<file path="src/rtl/niosmp_async_tx.sv">
`default_nettype none
// ============================================================================
// Module  : niosmp_async_tx
// Brief   : Async serial transmitter with a one-byte holding register,
//           start/8N/optional parity/1-2 stop framing, LSB first.
// Revision: 1.0 - initial release
// ============================================================================
module niosmp_async_tx #(
  parameter int BAUD_DIV  = 434,
  parameter int PARITY    = 0,
  parameter int STOP_BITS = 1
) (
  input  logic       clk_clk,
  input  logic       reset_reset,
  input  logic [7:0] tx_data,
  input  logic       load,
  output logic       sent,
  output logic       txd,
  output logic       tx_busy,
  output logic       overrun
);

  localparam logic [2:0]  c_idle      = 3'd0;
  localparam logic [2:0]  c_start     = 3'd1;
  localparam logic [2:0]  c_data      = 3'd2;
  localparam logic [2:0]  c_parity    = 3'd3;
  localparam logic [2:0]  c_stop      = 3'd4;
  localparam logic [15:0] c_baud_last = 16'(BAUD_DIV - 1);
  localparam logic [2:0]  c_stop_last = 3'(STOP_BITS - 1);

  logic [2:0]  r_state;
  logic [15:0] r_baud;
  logic [2:0]  r_bit_cnt;
  logic [7:0]  r_shift;
  logic        r_par_bit;
  logic [7:0]  r_hold;
  logic        r_hold_full;
  logic        r_load_d;
  logic        r_txd;
  logic        r_overrun;

  logic w_load_edge;
  logic w_baud_end;
  logic w_take;
  logic w_hold_par;

  assign w_load_edge = load & ~r_load_d;
  assign w_baud_end  = (r_baud == c_baud_last);
  assign w_hold_par  = (PARITY == 2) ? ~(^r_hold) : (^r_hold);
  // Shifter takes the held byte when idle, or at the very last stop-bit cycle
  assign w_take = r_hold_full &
                  ((r_state == c_idle) |
                   ((r_state == c_stop) & w_baud_end & (r_bit_cnt == c_stop_last)));

  always_ff @(posedge clk_clk or posedge reset_reset) begin
    if (reset_reset) begin
      r_load_d    <= 1'b0;
      r_hold      <= 8'h00;
      r_hold_full <= 1'b0;
      r_overrun   <= 1'b0;
    end else begin
      r_load_d  <= load;
      r_overrun <= 1'b0;
      if (w_load_edge && (!r_hold_full || w_take)) begin
        r_hold      <= tx_data;
        r_hold_full <= 1'b1;
      end else begin
        if (w_load_edge) r_overrun <= 1'b1;
        if (w_take) r_hold_full <= 1'b0;
      end
    end
  end

  always_ff @(posedge clk_clk or posedge reset_reset) begin
    if (reset_reset) begin
      r_state   <= c_idle;
      r_baud    <= 16'd0;
      r_bit_cnt <= 3'd0;
      r_shift   <= 8'h00;
      r_par_bit <= 1'b0;
      r_txd     <= 1'b1;
    end else begin
      case (r_state)
        c_idle: begin
          r_txd  <= 1'b1;
          r_baud <= 16'd0;
          if (w_take) begin
            r_shift   <= r_hold;
            r_par_bit <= w_hold_par;
            r_bit_cnt <= 3'd0;
            r_state   <= c_start;
            r_txd     <= 1'b0;
          end
        end
        c_start: begin
          if (w_baud_end) begin
            r_baud  <= 16'd0;
            r_state <= c_data;
            r_txd   <= r_shift[0];
          end else begin
            r_baud <= r_baud + 16'd1;
          end
        end
        c_data: begin
          if (w_baud_end) begin
            r_baud <= 16'd0;
            if (r_bit_cnt == 3'd7) begin
              r_bit_cnt <= 3'd0;
              if (PARITY != 0) begin
                r_state <= c_parity;
                r_txd   <= r_par_bit;
              end else begin
                r_state <= c_stop;
                r_txd   <= 1'b1;
              end
            end else begin
              r_shift   <= {1'b0, r_shift[7:1]};
              r_txd     <= r_shift[1];
              r_bit_cnt <= r_bit_cnt + 3'd1;
            end
          end else begin
            r_baud <= r_baud + 16'd1;
          end
        end
        c_parity: begin
          if (w_baud_end) begin
            r_baud  <= 16'd0;
            r_state <= c_stop;
            r_txd   <= 1'b1;
          end else begin
            r_baud <= r_baud + 16'd1;
          end
        end
        c_stop: begin
          if (w_baud_end) begin
            r_baud <= 16'd0;
            if (r_bit_cnt == c_stop_last) begin
              r_bit_cnt <= 3'd0;
              // Back-to-back: reload straight into START with no idle gap
              if (w_take) begin
                r_shift   <= r_hold;
                r_par_bit <= w_hold_par;
                r_state   <= c_start;
                r_txd     <= 1'b0;
              end else begin
                r_state <= c_idle;
                r_txd   <= 1'b1;
              end
            end else begin
              r_bit_cnt <= r_bit_cnt + 3'd1;
            end
          end else begin
            r_baud <= r_baud + 16'd1;
          end
        end
        default: begin
          r_state <= c_idle;
          r_txd   <= 1'b1;
        end
      endcase
    end
  end

  assign sent    = ~r_hold_full;
  assign txd     = r_txd;
  assign tx_busy = (r_state != c_idle);
  assign overrun = r_overrun;

endmodule
`default_nettype wire

</file>
<file path="config.mk">
export PLATFORM = sky130hd
export DESIGN_NAME = niosmp_async_tx
export DESIGN_NICKNAME = d
export VERILOG_FILES = /design/src/rtl/niosmp_async_tx.sv
export SDC_FILE = /design/constraint.sdc
export NUM_CORES = 1
export LEC_CHECK = 0
export BUFFER_PORTS_ARGS = -buffer_cell sky130_fd_sc_hd__buf_4
export CAP_MARGIN = 20
export CORE_AREA = 3 3 80 82
export CTS_CLUSTER_DIAMETER = 30
export DETAILED_ROUTE_END_ITERATION = 10
export DIE_AREA = 0 0 83 85
export PLACE_DENSITY = 0.6
export SYNTH_ARGS = -nofsm -noshare
export SYNTH_HDL_FRONTEND = slang
export SYNTH_SLANG_ARGS = --single-unit
export TNS_END_PERCENT = 1
</file>
<file path="constraint.sdc">
create_clock -name clk_clk -period 1.85 [get_ports clk_clk]
set_input_delay 0.37 -clock clk_clk [delete_from_list [all_inputs] [get_ports clk_clk]]
set_output_delay 0.37 -clock clk_clk [all_outputs]
set_load 0.1 [all_outputs]
</file>
## Yosys cells after proc, flatten, opt, wreduce, memory -nomap -nowiden

Index checks and enable logic that the tools add are counted.

- Add/sub/neg operators: 2
- Equality and inequality tests: 14
- Muxes and demuxes: 35
- Bitwise gates (word level): 7
- Reductions and logical operators: 14

Operator list:

| operator | number |
|---|---|
| $mux W8 | 5 |
| $mux W3 | 12 |
| $pmux W16 S2 | 1 |
| $pmux W8 S3 | 1 |
| $add A16 B1 Y16 const B | 1 |
| $eq A16 B9 Y1 const B | 1 |
| $mux W16 | 1 |
| $pmux W3 S5 | 1 |
| $ne A2 B2 Y1 const B | 7 |
| $mux W1 | 12 |
| $reduce_and A5 Y1 | 2 |
| $pmux W3 S3 | 1 |
| $reduce_and A7 Y1 | 1 |
| $eq A3 B2 Y1 const B | 2 |
| $eq A3 B3 Y1 const B | 2 |
| $logic_not A3 Y1 | 2 |
| $reduce_bool A3 Y1 | 2 |
| $pmux W1 S5 | 1 |
| $and A1 B1 Y1 | 4 |
| $reduce_and A4 Y1 | 1 |
| $reduce_bool A2 Y1 | 2 |
| $reduce_or A4 Y1 | 1 |
| $add A3 B1 Y3 const B | 1 |
| $eq A3 B1 Y1 const B | 1 |
| other kinds (6) | 7 |

- Register bits: 42
- Bits of input ports: 11
- Output and inout bits: 4

## Logic depth before layout (Yosys ltp)

Gate-level depths: netlist of run 1.

- Word-level depth: 9
- Mapped depth: 9
- Depth with buffers taken out: 7

## Least setup slack after synthesis of run 1

OpenSTA, ideal clock, no wires.

- Path type: register to register
- Start point: reg r_state[0]
- End point: reg r_txd, in the netlist txd
- Setup time: 0.089 ns
- Data arrival time: 2.181 ns
- Data required time: 1.761 ns
- Slack: -0.420 ns
- Stages on the path, launching flop included: 7
- Buffers on the path: 2
- Period minus slack after synthesis: 2.270 ns
- Cells stage by stage: dfrtp_1 > buf_2 > clkbuf_1 > nor2_1 > nand2_1 > and4b_1 > a211oi_1

- Word-level cells in the longest chain between the ends: 9
- Elaborated cells between the ends (all ways): 19
- Those cells by class: eq/ne: 9; mux: 4; bitwise: 4; reduce/logical: 2

RTL lines:

| item | RTL line | RTL |
|---|---|---|
| from (decl) | 31 | `logic [2:0] r_state;` |
| from (signal assigned) | 76 | `r_state <= c_idle;` |
| from (signal assigned) | 91 | `r_state <= c_start;` |
| from (signal assigned) | 98 | `r_state <= c_data;` |
| $eq A3 B3 Y1 | 53, 83 |  |
| $and A1 B1 Y1 (2 in a row) | 53 | `((r_state == c_stop) & w_baud_end & (r_bit_cnt == c_stop_last)));` |
| $or A1 B1 Y1 | 52 | `((r_state == c_idle) \|` |
| $and A1 B1 Y1 | 51 | `assign w_take = r_hold_full &` |
| $mux W1 | 87, 140 |  |
| $mux W1 | 137 | `if (r_bit_cnt == c_stop_last) begin` |
| $mux W1 | 135 | `if (w_baud_end) begin` |
| $pmux W1 S5 | 83 | `case (r_state)` |
| to (signal assigned) | 99 | `r_txd <= r_shift[0];` |
| to (signal assigned) | 111 | `r_txd <= r_par_bit;` |
| to (signal assigned) | 118 | `r_txd <= r_shift[1];` |
| to (decl) | 39 | `logic r_txd;` |

Several ways; a longest one is shown, not always the timed one. The select of a mux whose other input is x is not followed.
A chain may end at the register's enable or synchronous reset.

## Final worst setup path of run 1

- Start point: reg r_baud[1]
- End point: reg r_shift[0]

- Word-level cells in the longest chain between the ends: 9
- Elaborated cells between the ends (all ways): 12
- Those cells by class: eq/ne: 3; mux: 4; bitwise: 4; reduce/logical: 1

RTL lines:

| item | RTL line | RTL |
|---|---|---|
| from (decl) | 32 | `logic [15:0] r_baud;` |
| from (signal assigned) | 101 | `r_baud <= r_baud + 16'd1;` |
| from (signal assigned) | 122 | `r_baud <= r_baud + 16'd1;` |
| from (signal assigned) | 131 | `r_baud <= r_baud + 16'd1;` |
| $eq A16 B9 Y1 * | 48 | `assign w_baud_end = (r_baud == c_baud_last);` |
| $and A1 B1 Y1 (2 in a row) | 53 |  |
| $or A1 B1 Y1 | 52 |  |
| $and A1 B1 Y1 | 51 |  |
| $mux W8 (3 in a row) | n/a |  |
| $pmux W8 S3 | n/a |  |
| to (signal assigned) | 88 | `r_shift <= r_hold;` |
| to (signal assigned) | 117 | `r_shift <= {1'b0, r_shift[7:1]};` |
| to (signal assigned) | 141 | `r_shift <= r_hold;` |
| to (decl) | 34 | `logic [7:0] r_shift;` |

Mark *: on every way between the ends. The rest lies on a longest branch, timed or not. The select of a mux whose other input is x is not followed.

==> impl_metrics.toml, run 1 <==
[layout]
syn_to_final_growth_pct = 24.0
num_antenna_cells = 0
seq_area_mm2 = 0.00105
fillers = 554
final_area_mm2 = 0.00281
drive_gt1_share_pct = 35.8
multi_input_area_mm2 = 0.00115
post-route-util_pct = 48.3
final_nets = 275

[critical_path]
crit_path_start_kind = "register"
crit_fanout = 8
crit_type = "reg -> reg"
reg2reg_slack_ns = -0.14
critPathRequiredTime_ns = 2.04
worstPathArrival_ns = 2.17
r2r_start = "r_baud[1]"
end_kind = "register"
ff2ff_path_depth = 8
r2r_end = "r_shift[0]"

[synth]
yosys.cell_count.top_type = "dfrtp_1"
synthCells = 212
syn_area_per_cell_um2 = 10.7
synth_common_cells = "dfrtp_1 (41), mux2_2 (22), nor2_1 (21)"
netlist_area_mm2 = 0.00227
seq_area_frac_synth_pct = 46.4
yosys_warnings = 0
synth_top_flop_cell = "dfrtp_1"
yosys.cell_types.count = 46
synthDominantCellAreaShare_pct = 45.3
synth_nets = 228
synth-edff-count = 0
yosysTopAreaCell = "dfrtp_1"
synthArstFlopShare_pct = 100
ys_ff_latch = 42
synth_area_leaders = "dfrtp_1 (45%), mux2_2 (11%), nor2_1 (3.5%)"

[die]
row_count = 28
coreArea_mm2 = 0.00582
start_util_pct = 39.0
die-area_mm2 = 0.00706
die_h_um = 85
fp.dieW_um = 83
io_pins = 15

[detailed_routing]
drt-vias-per-instance = 5.03
drtIter0Drc = 91
routed_wl_um = 4550
avgRoutedWirePerCell_um = 13.6
dr.pass1.iters = 4
ant_nets = 0
route.vias.total = 1686
drc_errors = 0

[timing]
setup_ws_ns = -0.135
finalCriticalPeriod_ns = 1.99
fin_crit_sh_pct = 107
grt_setup_unrepaired = "true"
max_clock_freq_ghz = 0.504
setup_viol = 18
hold_violations = 0
worstMarginPinSlew_ns = 0.626
skew_ns = 0.00770
max-slew-margin-rel_pct = 58.0
slew_violations = 0

[cts]
hold_buffers = 0
cts-root-buf = "clkbuf_8"
clk_latency_ns = 0.30
cts_sinks = 42
path_clk_slew_ns = 0.08
cts_tree = "built"
cts_buffer_depth = 2
cts_buffers = 5
htreeDepth = 2

[power_and_ir_drop]
irDropWorstVdd_uv = 474
total_power_uw = 1690
pwr_density_cell_mw_per_mm2 = 601
p_leak_uw = 0.00130

[placement]
io_buffers = 14
dp.final_hpwl_um = 3390
place_congestion = 0.792
post-place-ws_ns = -0.132
dpl_cell_area_mm2 = 0.00270

[outcome]
violations = "setup timing"
status = "finished, violations left"

[grt]
grt-ovfl-total = 0
grt_antenna_before_repair = 0
grt_pass1_vias = 1719
grt_first_pass_wirelength_um = 8060
grt_max_degree = 29
track_usage_pct = 14.1

[hold_path]
worstHoldPathType = "in -> async"

[flow_run]
max_cap_violations = 0
==> power breakdown <==
part | total (µW) | switching [µW] | internal, µW
sequential | 968 | 17.1 | 951
clock | 615 | 314 | 301
combinational | 107 | 44.3 | 63.2
total | 1690 | 375 | 1320
==> placed cells by master (no fill, tap or decap), drive strengths merged, types with 3 or more instances in the layout <==
cell type / netlist / layout
nor3: 8 / 8
nand2b: 3 / 3
mux2i: 4 / 4
or4: 3 / 3
nor2: 21 / 21
inv: 10 / 9
buf: 7 / 49
mux2: 23 / 23
nand2: 15 / 15
nand4: 6 / 6
xor2: 7 / 7
dfrtp: 41 / 41
xnor2: 6 / 6
a21oi: 10 / 10
clkbuf: 2 / 7
ha: 5 / 5
nand3: 5 / 5
o21ai: 11 / 11
==> flip-flops by register name, summed over array words and instances, names as in the netlist <==
register     count
txd              1
r_hold_full      1
r_baud          16
r_load_d         1
r_shift          8
r_state          3
r_bit_cnt        3
overrun          1
r_hold           8
==> logic make-up (layout without fill, tap and decap cells) <==
family                     Yosys count  after routing  synth area share, %
AOI/OAI and AO/OA                   32             32                 10.1
xor gates and xnor gates            13             13                 5.02
adders and majority gates            5              5                 2.76
buffers and inverters               19             67                 3.59
DFF                                 42             42                 46.4
muxes                               27             27                 13.4
and+or+nand+nor                     74             74                 18.8
==> worst max-delay path, stage by stage, from the launching register on <==
cell and delay, ns:
dfrtp_1 0.38, inv_1 0.06, ha_2 0.15, nor4b_4 0.22, buf_4 0.16, nand4_4 0.09
a2111oi_4 0.37, a31oi_4 0.13, mux2_4 0.33
==> per-layer routing <==
layer | share of wire [%] | wire [µm] | vias to the layer above | track usage [%]
li1 | - | - | 848 | -
met1 | 48 | 2180 | 799 | 18.4
met2 | 46 | 2110 | 32 | 22.6
met3 | 3.7 | 169 | 7 | 3.01
met4 | 2.0 | 91 | 0 | 6.54
met5 | 0 | 0 | - | 0
==> worst max-delay path by stage <==
stage	start	end	slack (ns)	cells after the start
after floorplan	r_state[0]	txd	-0.09	6
after global placement	r_baud[1]	r_shift[0]	-0.09	8
after detailed placement	r_baud[1]	r_shift[0]	-0.13	8
final	r_baud[1]	r_shift[0]	-0.14	8
after CTS	r_baud[1]	r_shift[0]	-0.13	8
after global routing	r_baud[1]	r_shift[0]	-0.27	8
==> per-stage QoR <==
step | instances | hold WS [ns] | TNS, ns
4_1_cts | 335 | 0.0838 | -1.41
5_1_grt | 335 | 0.0963 | -6.02
2_1_floorplan | 212 | 0.401 | -0.953
3_5_place_dp | 327 | 0.408 | -1.49
3_3_place_gp | 327 | 0.412 | -1.13
6_report | 335 | 0.0744 | -1.15
==> timing repair <==
| action | in CTS | in global routing |
|---|---|---|
| resized for setup | 3 | 5 |
| pin swaps | 1 | 0 |
| endpoints found under the setup margin | 33 | 35 |
| buffers inserted | 0 | 0 |
==> cell type report <==
cell class	instances	area share, %
Multi-Input combinational cell	151	41.0
Sequential cell	42	37.4
Timing Repair Buffer	49	13.7
Tap cell	75	3.34
Clock buffer	7	3.07
Inverter	10	1.34
Clock inverter	1	0.178
Power figures use the tool's default switching activity.
==> inputs of run 2 (changes only) <==
--- a/config.mk
+++ b/config.mk
@@ -7,11 +7,11 @@
 export LEC_CHECK = 0
 export BUFFER_PORTS_ARGS = -buffer_cell sky130_fd_sc_hd__buf_4
 export CAP_MARGIN = 20
-export CORE_AREA = 3 3 80 82
+export CORE_AREA = 3 3 69 71
 export CTS_CLUSTER_DIAMETER = 30
 export DETAILED_ROUTE_END_ITERATION = 10
-export DIE_AREA = 0 0 83 85
-export PLACE_DENSITY = 0.6
+export DIE_AREA = 0 0 72 74
+export PLACE_DENSITY = 0.77
 export SYNTH_ARGS = -nofsm -noshare
 export SYNTH_HDL_FRONTEND = slang
 export SYNTH_SLANG_ARGS = --single-unit
==> run 2 against run 1 <==
The flow still finishes with violations (setup timing). Fmax down 5.5%. Non-clock buffer count down 1. Die area down 24%. Clock power rose by 43%. Final area grew 1.2%. Routed wire length grew 12%. Critical endpoint unchanged. Largest power group unchanged.
==> impl_metrics.toml, run 2 (synthesis gave the netlist of run 1 again) <==
[power_and_ir_drop]
pwr_density_cell_mw_per_mm2 = 688
seqPwrFrac_pct = 49.4
pwr-share-comb_pct = 5.7
p_clk_share_pct = 44.9
switching_share_pct = 20.6
total_power_uw = 1960
p_int_uw = 1560
irDropWorstVdd_uv = 678
p_leak_uw = 0.00133
power.switching_uw = 403

[cts]
path_clk_slew_ns = 0.09
hold_buffers = 0
cts_setup_buffers = 0
clk_latency_ns = 0.30
cts-root-buf = "clkbuf_8"
cts_buffers = 5
htreeDepth = 2
cts_buffer_depth = 2
cts_tree = "built"
cts_sinks = 42

[critical_path]
startpoint = "r_baud[1]"
crit_slowest_cell = "a2111oi_4"
critPathBufInv = 2
crit_type = "reg -> reg"
crit_end = "r_shift[0]"
path_delay_family = "compound AO/OA/AOI/OAI gates"
crit_chain = "inv_2, ha_4, nor4b_4, buf_4, nand4_4, a2111oi_4, a31oi_4, mux2_4"
cp.depth = 8
worstPathArrival_ns = 2.29
slowest_delay_ns = 0.46
r2r_start = "r_baud[1]"
critPathRequiredTime_ns = 2.04
r2r_end = "r_shift[0]"
crit_path_start_kind = "register"
end_kind = "register"
reg2reg_slack_ns = -0.25
ff2ff_path_depth = 8
crit_fanout = 8

[detailed_routing]
route.vias.total = 1818
routed_wl_um = 5100
ant_nets = 0
drtIter0Drc = 139
drt-vias-per-instance = 5.85
drc_errors = 0
dr.pass1.iters = 4
avgRoutedWirePerCell_um = 16.4

[layout]
fillers = 338
largest_register_ffs = 16
final_cell_mix = "buf_4 (45), dfrtp_1 (41), mux2_2 (22)"
largest_register = "r_baud"
final_common_cell = "buf_4"
reg_top3 = "r_baud (16), r_hold (8), r_shift (8)"
num_antenna_cells = 0
drive_gt1_share_pct = 36.7
final_nets = 274
syn_to_final_growth_pct = 25.6

[timing]
skew_ns = 0.00585
fin_crit_sh_pct = 114
max_clock_freq_ghz = 0.476
slew_violations = 0
grt_setup_unrepaired = "true"
hold_violations = 0
setup_ws_ns = -0.252
worstMarginPinSlew_ns = 0.359
setup_viol = 11
finalCriticalPeriod_ns = 2.10
max-slew-margin-rel_pct = 75.8

[die]
io_pins = 15
start_util_pct = 52.8
die-area_mm2 = 0.00533
fp.dieW_um = 72
coreArea_mm2 = 0.00429
die_h_um = 74
row_count = 24

[outcome]
violations = "setup timing"
status = "finished, violations left"

[flow_run]
max_cap_violations = 0

[grt]
track_usage_pct = 21.1
grt_max_degree = 43
grt-ovfl-total = 0
grt_antenna_before_repair = 0
grt_first_pass_wirelength_um = 8640
grt_pass1_vias = 1811

[placement]
io_buffers = 14
dp.final_hpwl_um = 3400
place_congestion = 0.907
post-place-ws_ns = -0.200

[hold_path]
worstHoldPathType = "in -> async"
## run 2: how the worst min path moves through the flow
stage / from / to / slack [ns] / cells past startpoint
final: reset_reset / r_baud[13] / 0.12 / 3
after global routing: reset_reset / r_baud[13] / 0.14 / 3
after CTS: reset_reset / r_baud[12] / 0.13 / 3
after global placement: reset_reset / r_baud[11] / 0.45 / 3
after floorplan: load / r_load_d / 0.40 / 0
after detailed placement: reset_reset / r_baud[11] / 0.46 / 3
## run 2: metrics by stage
stage          util (%)  instance area (µm²)  hold slack (ns)  cells  setup TNS, ns
3_3_place_gp       62.3                 2680            0.449    303          -1.77
5_1_grt            66.3                 2850            0.145    311          -3.92
4_1_cts            65.8                 2830            0.132    311          -1.77
3_5_place_dp       62.3                 2680            0.460    303          -2.49
2_1_floorplan         -                 2270            0.401    212         -0.953
6_report           66.3                 2850            0.120    311          -1.96
## run 2: power groups by stage
stage	logic, µW	registers, µW	clock network [µW]
6_report	111	967	880
3_5_place_dp	113	985	0
5_1_grt	126	971	932
2_1_floorplan	68.2	987	0
3_3_place_gp	108	983	0
4_1_cts	114	967	891
## run 2: layer usage
layer  wire length (µm)  global-route usage, %  up-vias
li1                   -                      -      840
met1               2120                   27.3      881
met2               2540                   34.0       78
met3                262                   3.65       19
met4                173                   11.5        0
met5                  0                      0        -
## run 2: final cells by class
| type | instances | area (µm²) | share of cell area, % |
|---|---|---|---|
| clock buffer | 5 | 68.8 | 2.42 |
| clock inverter | 3 | 68.8 | 2.42 |
| inverter | 10 | 37.5 | 1.32 |
| multi-input combinational | 151 | 1160 | 40.9 |
| sequential | 42 | 1050 | 37.0 |
| tap | 52 | 65.1 | 2.29 |
| timing repair buffer | 48 | 389 | 13.7 |
## run 2: worst min-delay path: stages
cell	delay, ns
buf_4	0.10
inv_1	0.08
buf_12	0.24
## run 2: what timing repair did
item                                    in CTS  in global routing
endpoints found under the setup margin      19                 37
pin swaps                                    0                  1
endpoints found under the hold margin        0                  0
resized for setup                            4                  5
==> inputs of run 3 (changes only) <==
--- a/config.mk
+++ b/config.mk
@@ -11,7 +11,9 @@
 export CTS_CLUSTER_DIAMETER = 30
 export DETAILED_ROUTE_END_ITERATION = 10
 export DIE_AREA = 0 0 72 74
+export HOLD_SLACK_MARGIN = 0.12
 export PLACE_DENSITY = 0.77
+export SETUP_SLACK_MARGIN = 0.05
 export SYNTH_ARGS = -nofsm -noshare
 export SYNTH_HDL_FRONTEND = slang
 export SYNTH_SLANG_ARGS = --single-unit
==> run 3 against run 2 <==
The run still ends with setup timing left. Final area hardly changed. Highest routed layer unchanged. Via count decreased by 0.72%. Combinational power is essentially flat. Largest cell class unchanged. Routed wire length up 0.31%. Final cell count is the same. Global-route usage is essentially flat.
==> impl_metrics.toml, run 3 (synthesis gave the netlist of run 1 again) <==
[flow_run]
max_cap_violations = 0

[placement]
dp.final_hpwl_um = 3400
post-place-ws_ns = -0.200
io_buffers = 14
place_congestion = 0.907

[timing]
worstMarginPinSlew_ns = 0.359
hold_violations = 0
fin_setup_tns_ns = -1.91
max-slew-margin-rel_pct = 75.8
fin_crit_sh_pct = 113
setup_ws_ns = -0.246
slew_violations = 0
grt_setup_unrepaired = "true"
holdWs_ns = 0.121
finalCriticalPeriod_ns = 2.10
setup_viol = 11
skew_ns = 0.00599
max_clock_freq_ghz = 0.477

[layout]
largest_register_ffs = 16
drive_gt1_share_pct = 37.1
final_nets = 274
syn_to_final_growth_pct = 25.7
reg_top3 = "r_baud (16), r_hold (8), r_shift (8)"
final_cell_mix = "buf_4 (45), dfrtp_1 (41), mux2_2 (22)"
final_common_cell = "buf_4"
largest_register = "r_baud"
num_antenna_cells = 0

[cts]
cts-root-buf = "clkbuf_8"
path_clk_slew_ns = 0.09
htreeDepth = 2
cts_buffer_depth = 2
cts_tree = "built"
cts_sinks = 42
cts_buffers = 5
clk_latency_ns = 0.30
cts_setup_buffers = 0
hold_buffers = 0

[critical_path]
critPathBufInv = 2
crit_type = "reg -> reg"
reg2reg_slack_ns = -0.25
slowest_delay_ns = 0.46
r2r_start = "r_baud[1]"
startpoint = "r_baud[1]"
ff2ff_path_depth = 8
crit_chain = "inv_2, ha_4, nor4b_4, buf_4, nand4_4, a2111oi_4, a31oi_4, mux2_4"
crit_path_start_kind = "register"
critPathRequiredTime_ns = 2.04
crit_fanout = 8
worstPathArrival_ns = 2.29
r2r_end = "r_shift[0]"
crit_slowest_cell = "a2111oi_4"
end_kind = "register"
path_delay_family = "compound AO/OA/AOI/OAI gates"

[outcome]
status = "finished, violations left"
violations = "setup timing"

[detailed_routing]
route.vias.total = 1805
dr.pass1.iters = 4
drtIter0Drc = 146
avgRoutedWirePerCell_um = 16.4
drc_errors = 0
drt-vias-per-instance = 5.80
ant_nets = 0
routed_wl_um = 5110

[grt]
grt_antenna_before_repair = 0
grt_first_pass_wirelength_um = 8630
grt_max_degree = 43
track_usage_pct = 21.0
grt_pass1_vias = 1807
grt-ovfl-total = 0

[power_and_ir_drop]
irDropWorstVdd_uv = 678
p_leak_uw = 0.00133
pwr_density_cell_mw_per_mm2 = 688
total_power_uw = 1960

[die]
row_count = 24
start_util_pct = 52.8
coreArea_mm2 = 0.00429
io_pins = 15
fp.dieW_um = 72
die-area_mm2 = 0.00533
die_h_um = 74

[hold_path]
worstHoldPathType = "in -> async"
-- run 3: per-layer routing --
| layer | global-route usage [%] | vias to the layer above | part of all wire (%) |
|---|---|---|---|
| met1 | 27.3 | 877 | 42 |
| met4 | 11.5 | 0 | 3.3 |
| met3 | 3.65 | 17 | 4.8 |
| li1 | - | 844 | - |
| met2 | 33.9 | 67 | 50 |
| met5 | 0 | - | 0 |
-- run 3: power breakdown --
| part | switching, µW | total (µW) | internal (µW) |
|---|---|---|---|
| logic | 46.9 | 111 | 64.3 |
| clock network | 339 | 880 | 541 |
| registers | 16.7 | 967 | 951 |
| total | 403 | 1960 | 1560 |
-- run 3: worst reg2reg max path: stages (launching register included) --
cell and delay, ns:
dfrtp_1 0.40, inv_2 0.07, ha_4 0.12, nor4b_4 0.21
buf_4 0.16, nand4_4 0.10, a2111oi_4 0.46, a31oi_4 0.13
mux2_4 0.33
-- run 3: repair_timing --
action,4_1_cts,5_1_grt
resized for setup,5,5
pin swaps,0,1
setup endpoints to repair,33,38
-- run 3: worst max path at each step --
| stage | endpoint | depth (start not counted) | slack, ns |
|---|---|---|---|
| after global placement | r_shift[0] | 8 | -0.15 |
| after CTS | r_shift[0] | 8 | -0.23 |
| final | r_shift[0] | 8 | -0.25 |
| after detailed placement | r_shift[0] | 8 | -0.20 |
| after floorplan | txd | 6 | -0.09 |
| after global routing | r_shift[0] | 8 | -0.35 |
-- run 3: cell type report --
cell class / count / area (µm²)
well taps: 52 / 65.1
clock buffers: 5 / 68.8
inverters: 10 / 37.5
clock inverters: 3 / 68.8
fillers: 337 / 1450
repair buffers: 48 / 389
flip-flops and latches: 42 / 1050
multi-input cells: 151 / 1170
-- run 3: stage by stage --
stage                     util (%)  std cells  instance area (µm²)
final                         66.3        311                 2850
after floorplan                  -        212                 2270
after global routing          66.3        311                 2850
after detailed placement      62.3        303                 2680
after global placement        62.3        303                 2680
after CTS                     65.9        311                 2830
